--- config.mk ---
export PLATFORM = sky130hd
export DESIGN_NAME = adder_tree_seq_ctrl
export DESIGN_NICKNAME = d
export VERILOG_FILES = /design/src/rtl/adder_tree_seq_ctrl.sv
export SDC_FILE = /design/constraint.sdc
export NUM_CORES = 1
export LEC_CHECK = 0
export ABC_AREA = 1
export CORE_ASPECT_RATIO = 1.4
export CORE_UTILIZATION = 26
export DETAILED_ROUTE_END_ITERATION = 7
export PLACE_DENSITY_LB_ADDON = 0.3
export SLEW_MARGIN = 40
export SYNTH_ARGS = -nofsm -noshare
export SYNTH_HDL_FRONTEND = slang
export SYNTH_SLANG_ARGS = --single-unit
--- constraint.sdc ---
create_clock -name clk -period 2.42 [get_ports clk]
set_input_delay 0.726 -clock clk [delete_from_list [all_inputs] [get_ports clk]]
set_output_delay 0.726 -clock clk [all_outputs]
set_load 0.1 [all_outputs]
--- src/rtl/adder_tree_seq_ctrl.sv ---
// Time-multiplexed column reduction: sums DIM_C product rows lane-wise into DIM_A accumulators.
// Latency: out_valid rises the cycle after the DIM_C-th row is accepted; min batch period DIM_C+1.
// Backpressure: in_ready drops while a result is held; the result stays stable until out_ready.
module adder_tree_seq_ctrl #(
  parameter int DIM_C     = 4,
  parameter int DIM_A     = 4,
  parameter int ACC_WIDTH = 16,
  localparam int CNT_W    = $clog2(DIM_C + 1)
) (
  input  logic                       clk,
  input  logic                       rst,
  input  logic                       flush,
  input  logic                       in_valid,
  output logic                       in_ready,
  input  logic [DIM_A*ACC_WIDTH-1:0] in_row,
  output logic                       out_valid,
  input  logic                       out_ready,
  output logic [DIM_A*ACC_WIDTH-1:0] out_mult,
  output logic                       busy,
  output logic [CNT_W-1:0]           row_cnt
);

  typedef enum logic [1:0] {
    IDLE  = 2'd0,
    ACCUM = 2'd1,
    DONE  = 2'd2
  } state_t;

  state_t               state;
  state_t               state_nxt;
  logic [ACC_WIDTH-1:0] acc [DIM_A];
  logic                 accept;
  logic                 last_row;

  // Outputs are decoded from state only; rst gates in_ready so nothing is taken during reset.
  assign in_ready  = !rst && (state != DONE);
  assign out_valid = (state == DONE);
  assign busy      = (state != IDLE);
  assign accept    = in_valid && in_ready;
  assign last_row  = (row_cnt == CNT_W'(DIM_C - 1));

  // Pack accumulators onto the result bus using the same lane layout as in_row.
  always_comb begin
    out_mult = '0;
    for (int a = 0; a < DIM_A; a++) begin
      out_mult[a*ACC_WIDTH +: ACC_WIDTH] = acc[a];
    end
  end

  // Next-state decode; flush overrides everything and returns to IDLE.
  always_comb begin
    state_nxt = state;
    case (state)
      IDLE:    if (accept) state_nxt = (DIM_C == 1) ? DONE : ACCUM;
      ACCUM:   if (accept && last_row) state_nxt = DONE;
      DONE:    if (out_ready) state_nxt = IDLE;
      default: state_nxt = IDLE;
    endcase
    if (flush) state_nxt = IDLE;
  end

  // State register.
  always_ff @(posedge clk or posedge rst) begin
    if (rst) state <= IDLE;
    else     state <= state_nxt;
  end

  // Accumulators and row counter: first row of a batch loads, later rows add (mod 2^ACC_WIDTH).
  always_ff @(posedge clk or posedge rst) begin
    if (rst) begin
      for (int a = 0; a < DIM_A; a++) acc[a] <= '0;
      row_cnt <= '0;
    end else if (flush) begin
      for (int a = 0; a < DIM_A; a++) acc[a] <= '0;
      row_cnt <= '0;
    end else begin
      case (state)
        IDLE: begin
          if (accept) begin
            for (int a = 0; a < DIM_A; a++) acc[a] <= in_row[a*ACC_WIDTH +: ACC_WIDTH];
            row_cnt <= CNT_W'(1);
          end
        end
        ACCUM: begin
          if (accept) begin
            for (int a = 0; a < DIM_A; a++) acc[a] <= acc[a] + in_row[a*ACC_WIDTH +: ACC_WIDTH];
            row_cnt <= row_cnt + CNT_W'(1);
          end
        end
        DONE: begin
          // Accumulators keep the result; the next batch overwrites them by load.
          if (out_ready) row_cnt <= '0;
        end
        default: ;
      endcase
    end
  end

endmodule
### Word level (Yosys, flattened, before mapping)

Index checks and enable logic that the tools add are counted.

| storage, ports and cells | value |
|---|---|
| flip-flop bits (word level) | 69 |
| input bits | 69 |
| output and inout port bits | 70 |
| logic and storage cells | 44 |

| cells by class | value |
|---|---|
| $add $sub $neg | 5 |
| equality and inequality tests | 8 |
| multiplexer cells | 14 |
| reductions and logical operators | 11 |

Operators by type and width:

| kind | count |
|---|---|
| 64-bit two-way mux | 3 |
| 64-bit one-hot mux with 2 select lines | 1 |
| 16-bit adder | 4 |
| 3-bit two-way mux | 4 |
| 3-bit != test, second input constant | 3 |
| 3-bit one-hot mux with 3 select lines | 1 |
| 2-bit two-way mux | 4 |
| 2-bit one-hot mux with 3 select lines | 1 |
| 3-bit AND reduction | 2 |
| 4-bit AND reduction | 1 |
| 4-bit nonzero test | 1 |
| 3-bit by 1-bit adder with 3-bit output, second input constant | 1 |
| 3-bit by 2-bit == test with 1-bit output, second input constant | 1 |
| 1-bit logical AND | 3 |
| 3-bit by 2-bit != test with 1-bit output, second input constant | 1 |
| 3-bit nonzero test | 1 |
| 2-bit by 1-bit == test with 1-bit output, second input constant | 1 |
| 2-bit == test, second input constant | 1 |
| 2-bit logical NOT | 1 |
| 2-bit != test, second input constant | 1 |
| 2-bit nonzero test | 1 |
| 1-bit logical NOT | 1 |

### Depth between registers and ports, before layout

Gate-level depths: netlist of the first run.

| depth | value |
|---|---|
| depth after elaboration | 7 |
| gate-level depth with buffers | 13 |
| mapped depth without buffers | 12 |

### Worst setup path before layout of the first run

Ideal clock, no wire load.

| timing | value |
|---|---|
| path type | reg-to-reg |
| start point | register state[0] |
| end point | register acc, in the netlist out_mult[17] |
| library setup time | 0.125 ns |
| arrival | 2.876 ns |
| required time | 2.295 ns |
| setup slack | -0.582 ns |
| stages on the path, launching flop included | 12 |
| path buffers | 1 |
| cells stage by stage | dfrtp_1 -> inv_1 -> ha_1 -> nor2_2 -> nand2_1 -> nand2_1 -> nor2_1 -> nor2_4 -> inv_2 -> buf_2 -> nand2_1 -> o21ai_1 |

| on the way | value |
|---|---|
| longest elaborated chain between the ends | 5 |
| elaborated cells on any way between the ends | 11 |

Ends and longest elaborated chain:

| item | RTL line | text |
|---|---|---|
| from (decl) | 29 | `state_t state;` |
| from (signal assigned) | 65 | `else state <= state_nxt;` |
| 2-bit != test (*) | 36 | `assign in_ready = !rst && (state != DONE);` |
| 1-bit logical AND (*) | 36 |  |
| via in_ready | 14 | `output logic in_ready,` |
| 1-bit logical AND (*) | 39 | `assign accept = in_valid && in_ready;` |
| 3-bit != test (no line) | n/a |  |
| 3-bit AND reduction (no line) (*) | n/a |  |
| to (decl) | 31 | `logic [ACC_WIDTH-1:0] acc [DIM_A];` |

The timed path passes the listed nets; every way through them passes the cells marked *.
A chain may end at the register's enable or synchronous reset.

### Worst setup path after layout of the first run

| timing | value |
|---|---|
| start point | input port rst |
| end point | output port in_ready |

| on the way | value |
|---|---|
| longest elaborated chain between the ends | 2 |

Ends and longest elaborated chain:

| item | RTL line | text |
|---|---|---|
| from (decl) | 11 | `input logic rst,` |
| 1-bit logical NOT (no line) | n/a |  |
| 1-bit logical AND | 36 |  |
| to (decl) | 14 |  |

Every way passes these cells.

==> results of run 1 <==
==> path summary, 6_finish.rpt <==
check	startpoint	end	slack (ns)
max	rst	in_ready	0.08
min	out_mult[61]	out_mult[61]	0.51
max reg2reg	state[0]	out_mult[55]	0.52
min reg2reg	out_mult[61]	out_mult[61]	0.51
max in group asynchronous	rst	out_mult[10]	1.07
min in group asynchronous	rst	out_mult[52]	1.01
==> sequential cells by signal (all words and copies together), names as in the netlist <==
register,count
row_cnt,3
out_mult,64
state,2
==> layer usage <==
metal	wire, um	track usage, %	vias up
li1	-	-	4030
met1	9010	17.7	3356
met2	11400	31.1	109
met3	736	2.93	28
met4	516	6.17	0
met5	0	0	-
==> final cells by class <==
type | instances | area [um2]
sequential | 69 | 1730
timing repair buffer | 208 | 1850
fill | 2956 | 17200
clock buffer | 13 | 260
clock inverter | 1 | 7.51
antenna | 1 | 2.50
tap | 365 | 457
inverter | 177 | 668
multi-input combinational | 915 | 4630
==> cells by family (layout without fill, tap and decap cells) <==
kind of cell	count (synthesis)	after routing	synth area share [%]
AO/OA/AOI/OAI	63	63	4.57
XOR/XNOR	27	27	3.33
adder cells (fa/ha/maj)	70	70	12.8
buffers and inverters	202	399	11.4
flip-flops	69	69	24.3
multiplexers	11	11	1.55
other	0	1	0
AND/OR/NAND/NOR	744	744	42.1
==> synthesized netlist by cell type <==
library cell	instances	share of area (%)
sky130_fd_sc_hd__a21oi_1	25	1.8
sky130_fd_sc_hd__a31oi_1	1	0.088
sky130_fd_sc_hd__and2_1	4	0.35
sky130_fd_sc_hd__buf_2	10	0.71
sky130_fd_sc_hd__buf_6	5	0.79
sky130_fd_sc_hd__clkbuf_1	10	0.53
sky130_fd_sc_hd__dfrtp_1	69	24
sky130_fd_sc_hd__fa_1	4	1.1
sky130_fd_sc_hd__ha_1	66	12
sky130_fd_sc_hd__inv_1	174	9.2
sky130_fd_sc_hd__inv_2	3	0.16
sky130_fd_sc_hd__mux2i_1	11	1.6
sky130_fd_sc_hd__nand2_1	478	25
sky130_fd_sc_hd__nand2_4	1	0.16
sky130_fd_sc_hd__nand3_1	86	6.1
sky130_fd_sc_hd__nand3b_1	3	0.32
sky130_fd_sc_hd__nand4_1	4	0.35
sky130_fd_sc_hd__nor2_1	148	7.8
sky130_fd_sc_hd__nor2_2	1	0.088
sky130_fd_sc_hd__nor2_4	2	0.32
sky130_fd_sc_hd__nor3_1	12	0.85
sky130_fd_sc_hd__nor3b_1	1	0.11
sky130_fd_sc_hd__o2111ai_1	1	0.12
sky130_fd_sc_hd__o21ai_0	10	0.71
sky130_fd_sc_hd__o21ai_1	25	1.8
sky130_fd_sc_hd__o32ai_1	1	0.12
sky130_fd_sc_hd__or2_2	4	0.35
sky130_fd_sc_hd__xnor2_1	4	0.49
sky130_fd_sc_hd__xor2_1	23	2.8
==> critical path: stages <==
cell and delay [ns]:
sky130_fd_sc_hd__clkdlybuf4s50_1 0.46, sky130_fd_sc_hd__nor2_4 0.14, sky130_fd_sc_hd__buf_4 0.12, sky130_fd_sc_hd__buf_12 0.16
==> per-stage QoR <==
stage | power, mW | instance area [um2] | std cells | worst slack (ns) | utilization (%)
after floorplan | 9.48 | 7110 | 1186 | 0.0733 | -
after global placement | 12.3 | 9280 | 1734 | -0.340 | 34.6
after detailed placement | 12.4 | 9280 | 1734 | -0.351 | 34.6
after CTS | 13.8 | 9550 | 1748 | 0.0211 | 35.6
after global routing | 14.8 | 9600 | 1748 | -0.00896 | 35.8
final | 13.6 | 9600 | 1749 | 0.0844 | 35.8
==> power by group through the flow <==
stage | Clock, mW | Sequential [mW] | Combinational [mW]
2_1_floorplan | 0 | 5.01 | 4.48
3_3_place_gp | 0 | 2.04 | 10.2
3_5_place_dp | 0 | 2.06 | 10.3
4_1_cts | 1.36 | 2.04 | 10.4
5_1_grt | 1.39 | 2.10 | 11.3
6_report | 1.28 | 2.04 | 10.3
==> what timing repair did <==
item,in CTS,in global routing
resized for setup,0,17
endpoints found under the setup margin,0,21
hold buffers,0,0
==> Flow_metrics.wiki, run 1 <==
{| class="wikitable"
! Metric !! Value
|-
| Sw Pwr || 8.12 mW
|-
| Die H || 197 um
|-
| Maximum level of the CTS H-tree || 3
|-
| Antenna-violating nets left || 0
|-
| Wire length after detailed routing || 21700 um
|-
| Detailed-placement wirelength estimate || 16400 um
|-
| Post-detailed-route via-to-cell ratio || 4.30
|-
| Sw Share || 59.7%
|-
| Port-buffer cells || 138
|-
| Post-CTS setup buffer count || 0
|-
| Arrival time of data at the critical path endpoint || 1.61 ns
|-
| Number of ports placed on the die boundary || 139
|-
| Time the worst path needs with I/O delays and setup || 2.34 ns
|-
| Number of buffers on the longest clock path || 2
|-
| Vias in the first global route || 7435
|-
| Number of violations reported at the end of detailed-routing iteration 0 || 248
|-
| Slew at the pin with the worst max-slew slack || 0.518 ns
|-
| Post-synthesis instance area || 7100 um2
|-
| DRC errors left || 0
|-
| Post-synthesis sequential area ratio || 24.3%
|-
| Number of cell instances on the worst register-to-register path || 12
|-
| Worst IR Drop VDD || 0.643 mV
|-
| Clock group share of total power || 9.4%
|-
| Logic pwr share || 75.6%
|-
| Total Nets Final || 1519
|-
| Tcrit/Tclk final || 96.5%
|-
| Library cell used as clock root buffer || sky130_fd_sc_hd__clkbuf_16
|-
| Worst hold margin || 0.511 ns
|-
| Post-synthesis instance total || 1186
|-
| Worst skew pair latency || 0.35 ns
|-
| Sequential fraction of design power || 15.0%
|-
| Crit. End Element || output pin
|-
| Die Outline Area || 28000 um2
|-
| Number of synthesis warnings || 0
|-
| Remaining Overflow, GRT || 0
|-
| Nets in the synthesized netlist || 1325
|-
| Drt first pass iters || 5
|-
| Total vias in the final route || 7523
|-
| Number of placement rows || 71
|-
| Final count of pins violating max slew || 0
|-
| Internal power consumption || 5.47 mW
|-
| TritonCTS clock tree || yes
|-
| Post-synthesis average cell area || 5.98 um2
|-
| Total CTS buffers || 9
|-
| Layout cell share with drive strength beyond 1 || 13.1%
|-
| Leakage power of the design || 5.52 nW
|-
| Clock sink total || 69
|-
| Crit path max fanout || 3
|-
| Core Area || 26800 um2
|-
| Post-synthesis register bit count || 69
|-
| Status || completed
|-
| Number of antenna violations at the first check in global routing || 0
|-
| Worst clock skew || 0.00915 ns
|-
| Hold path depth || 2
|-
| Kind of critical path || primary input to output pin
|-
| Pin count of the biggest net entering global routing || 99
|-
| Fmax || 428 MHz
|-
| Unrepaired setup endpoints after global routing || true
|-
| Final hold violation count || 0
|-
| Worst slew margin relative to its limit || 65.4%
|-
| Wire per inst || 12.4 um
|-
| Crit path required time || 1.69 ns
|-
| Final Wtd Congestion || 0.847
|-
| Initial core utilization || 26.5%
|-
| Unique masters post-synth || 29
|-
| Final setup viols || 0
|-
| First-pass GRT wire length || 36100 um
|-
| Count of maximum capacitance violations || 0
|-
| Width of the die || 142 um
|-
| Clock Pin Slew Worst Setup and Hold Paths || 0.06 ns
|-
| Post-synthesis to final-layout area growth || 35.3%
|-
| Most used cells in the layout excluding fill and tap cells || 472 x sky130_fd_sc_hd__nand2_1, 173 x sky130_fd_sc_hd__inv_1, 148 x sky130_fd_sc_hd__nor2_1, 131 x sky130_fd_sc_hd__buf_4, 85 x sky130_fd_sc_hd__nand3_1
|-
| Global routing usage summed across all routing layers || 16.4%
|-
| Power per cell area || 1420 nW/um2
|-
| Path class of the lowest-slack min-delay path || flop to flop
|-
| Most frequent standard cell in the layout excluding fill and tap cells || sky130_fd_sc_hd__nand2_1
|-
| Worst setup SP type || primary input
|-
| Total Neg Setup Slack || 0 ns
|}
No activity file was read; power rests on OpenSTA's default activity.
==> run 2: changes to the inputs <==
--- a/config.mk
+++ b/config.mk
@@ -9,7 +9,7 @@
 export CORE_ASPECT_RATIO = 1.4
 export CORE_UTILIZATION = 26
 export DETAILED_ROUTE_END_ITERATION = 7
-export PLACE_DENSITY_LB_ADDON = 0.3
+export PLACE_DENSITY = 0.58
 export SLEW_MARGIN = 40
 export SYNTH_ARGS = -nofsm -noshare
 export SYNTH_HDL_FRONTEND = slang
==> run 2 against run 1 <==
  * Sequential power is essentially flat
  * First-iteration DRC count decreased by 21%
  * Cell area decreased by 0.20%
  * Worst hold slack better by 0.0086 ns
  * Final cell count fell by 0.23%
  * Sequential share of layout area about the same
  * Power grew 0.22%
  * Clock power increased by 4%
  * Combinational power is essentially flat
  * Die area unchanged
  * Via count is 0.82% higher
  * Global-route usage about the same
  * Largest cell class unchanged
  * Largest power group unchanged
  * Highest routed layer unchanged
==> Flow_metrics.wiki, run 2 (synthesis gave the netlist of run 1 again) <==
{| class="wikitable"
! Metric !! Value
|-
| Sw Share || 59.7% (about the same)
|-
| Layout cell share with drive strength beyond 1 || 12.7% (-0.41 points)
|-
| Drt first pass iters || 6 (+1)
|-
| Number of buffers on the longest clock path || 2 (unchanged)
|-
| Sw Pwr || 8.14 mW (+0.20%)
|-
| Worst clock skew || 0.00704 ns (-0.00211 ns)
|-
| Unrepaired setup endpoints after global routing || true
|-
| Total vias in the final route || 7585 (+0.82%)
|-
| Clock group share of total power || 9.7% (+0.3 points)
|-
| Wire per inst || 12.4 um (+0.47%)
|-
| Remaining Overflow, GRT || 0 (unchanged)
|-
| Cell area after placement || 9260 um2 (-0.19%)
|-
| Total Nets Final || 1515 (-0.26%)
|-
| Clock Pin Slew Worst Setup and Hold Paths || 0.06 ns (about the same)
|-
| Kind of critical path || primary input to output pin
|-
| Crit. End Element || output pin
|-
| First element of the critical path || rst
|-
| Width of the die || 142 um (unchanged)
|-
| Gates resized, CTS repair || 0 (unchanged)
|-
| Count of maximum capacitance violations || 0 (unchanged)
|-
| Number of cell instances on the worst register-to-register path || 12 (unchanged)
|-
| Final hold violation count || 0 (unchanged)
|-
| Slew at the pin with the worst max-slew slack || 0.556 ns (+0.0382 ns)
|-
| Core Area || 26800 um2 (unchanged)
|-
| Worst slew margin relative to its limit || 62.9% (-2.5 points)
|-
| Antenna-violating nets left || 0 (unchanged)
|-
| Library cell used as clock root buffer || sky130_fd_sc_hd__clkbuf_16
|-
| Startpoint of the lowest-slack register-to-register path || state[0]
|-
| Number of placement rows || 71 (unchanged)
|-
| Crit path required time || 1.69 ns (about the same)
|-
| Final setup viols || 0 (unchanged)
|-
| Arrival time of data at the critical path endpoint || 1.62 ns (about the same)
|-
| Crit path max fanout || 3 (unchanged)
|-
| Final Wtd Congestion || 0.835 (-1.5%)
|-
| RR Endpoint || out_mult[53]
|-
| Die H || 197 um (unchanged)
|-
| Vias in the first global route || 7655 (+3.0%)
|-
| Wire length after detailed routing || 21700 um (+0.24%)
|-
| Detailed-placement wirelength estimate || 16600 um (+1.3%)
|-
| Fmax || 426 MHz (-0.60%)
|-
| Post-detailed-route via-to-cell ratio || 4.35 (+1.1%)
|-
| Internal power consumption || 5.49 mW (+0.24%)
|-
| Post-CTS setup buffer count || 0 (unchanged)
|-
| Number of antenna violations at the first check in global routing || 0 (unchanged)
|-
| CP Capture Point || in_ready
|-
| Die Outline Area || 28000 um2 (unchanged)
|-
| Number of ports placed on the die boundary || 139 (unchanged)
|-
| Hold-fix buffers at CTS || 0 (unchanged)
|-
| First-pass GRT wire length || 36000 um (-0.25%)
|-
| Clock sink total || 69 (unchanged)
|-
| Sequential fraction of design power || 15.0% (about the same)
|-
| Global routing usage summed across all routing layers || 16.4% (about the same)
|-
| Leakage power of the design || 5.51 nW (-0.18%)
|-
| Number of violations reported at the end of detailed-routing iteration 0 || 197 (-21%)
|-
| Status || completed
|-
| Antenna fix cells || 0 (-1)
|-
| Initial core utilization || 26.5% (unchanged)
|-
| Maximum level of the CTS H-tree || 3 (unchanged)
|-
| Path class of the lowest-slack min-delay path || flop to flop
|-
| Flip-flop count of the largest register after layout || 64 (unchanged)
|-
| Port-buffer cells || 138 (unchanged)
|-
| Worst hold margin || 0.519 ns (+0.00862 ns)
|-
| TritonCTS clock tree || yes
|-
| Logic pwr share || 75.3% (-0.3 points)
|-
| Tcrit/Tclk final || 97.1% (+0.58 points)
|-
| Final count of pins violating max slew || 0 (unchanged)
|-
| Worst skew pair latency || 0.35 ns (about the same)
|-
| Total CTS buffers || 9 (unchanged)
|-
| Pin count of the biggest net entering global routing || 99 (unchanged)
|-
| Finished Cell Area || 9580 um2 (-0.20%)
|-
| Post-synthesis to final-layout area growth || 35.0%
|-
| Most frequent standard cell in the layout excluding fill and tap cells || sky130_fd_sc_hd__nand2_1
|-
| Most used cells in the layout excluding fill and tap cells || 474 x sky130_fd_sc_hd__nand2_1, 173 x sky130_fd_sc_hd__inv_1, 148 x sky130_fd_sc_hd__nor2_1, 126 x sky130_fd_sc_hd__buf_4, 86 x sky130_fd_sc_hd__nand3_1
|-
| Time the worst path needs with I/O delays and setup || 2.35 ns (+0.0140 ns)
|-
| DRC errors left || 0 (unchanged)
|-
| Reg-to-reg setup timing slack || 0.52 ns (about the same)
|-
| Power per cell area || 1420 nW/um2 (+0.41%)
|-
| Worst setup SP type || primary input
|-
| Worst IR Drop VDD || 0.756 mV (+18%)
|}
## run 2: worst min-delay path by stage
stage	startpoint	endpoint	slack, ns	cells after the start
floorplan	state[1]	state[1]	0.57	2
global placement	out_mult[61]	out_mult[61]	0.49	2
detailed placement	out_mult[57]	out_mult[57]	0.51	2
CTS	out_mult[57]	out_mult[57]	0.52	2
global route	out_mult[57]	out_mult[57]	0.54	2
finish	out_mult[62]	out_mult[62]	0.52	2
## run 2: per-layer routing
metal | vias up | GRT usage [%] | part of all wire (%)
li1 | 4020 | - | -
met1 | 3433 | 17.1 | 41
met2 | 111 | 31.8 | 53
met3 | 21 | 3.25 | 4.0
met4 | 0 | 5.85 | 1.8
met5 | - | 0 | 0
## run 2: area by class of cell
class                           count  area (um2)
Timing Repair Buffer              204        1830
Clock buffer                       14         274
Multi-Input combinational cell    915        4620
Inverter                          177         668
Clock inverter                      1        5.00
Sequential cell                    69        1730
Tap cell                          365         457
Fill cell                        2934       17200
## run 2: critical path, stage by stage
cell                              delay, ns
sky130_fd_sc_hd__clkdlybuf4s50_1       0.47
sky130_fd_sc_hd__nor2_4                0.14
sky130_fd_sc_hd__buf_4                 0.12
sky130_fd_sc_hd__buf_12                0.16
## run 2: power groups by stage
stage | Clock, mW | Combinational [mW] | Sequential [mW]
after floorplan | 0 | 4.48 | 5.01
after global placement | 0 | 10.2 | 2.04
after detailed placement | 0 | 10.3 | 2.06
after CTS | 1.38 | 10.3 | 2.05
after global routing | 1.41 | 11.3 | 2.11
final | 1.33 | 10.3 | 2.04
## run 2: through the flow
stage	TNS (ns)	setup WS, ns	power, mW	util, %	std cells
detailed placement	-9.25	-0.343	12.4	34.5	1730
global placement	-8.57	-0.332	12.3	34.5	1730
CTS	0	0.0375	13.8	35.6	1745
global route	-0.0546	-0.0546	14.8	35.7	1745
floorplan	0	0.0733	9.48	-	1186
finish	0	0.0704	13.6	35.7	1745
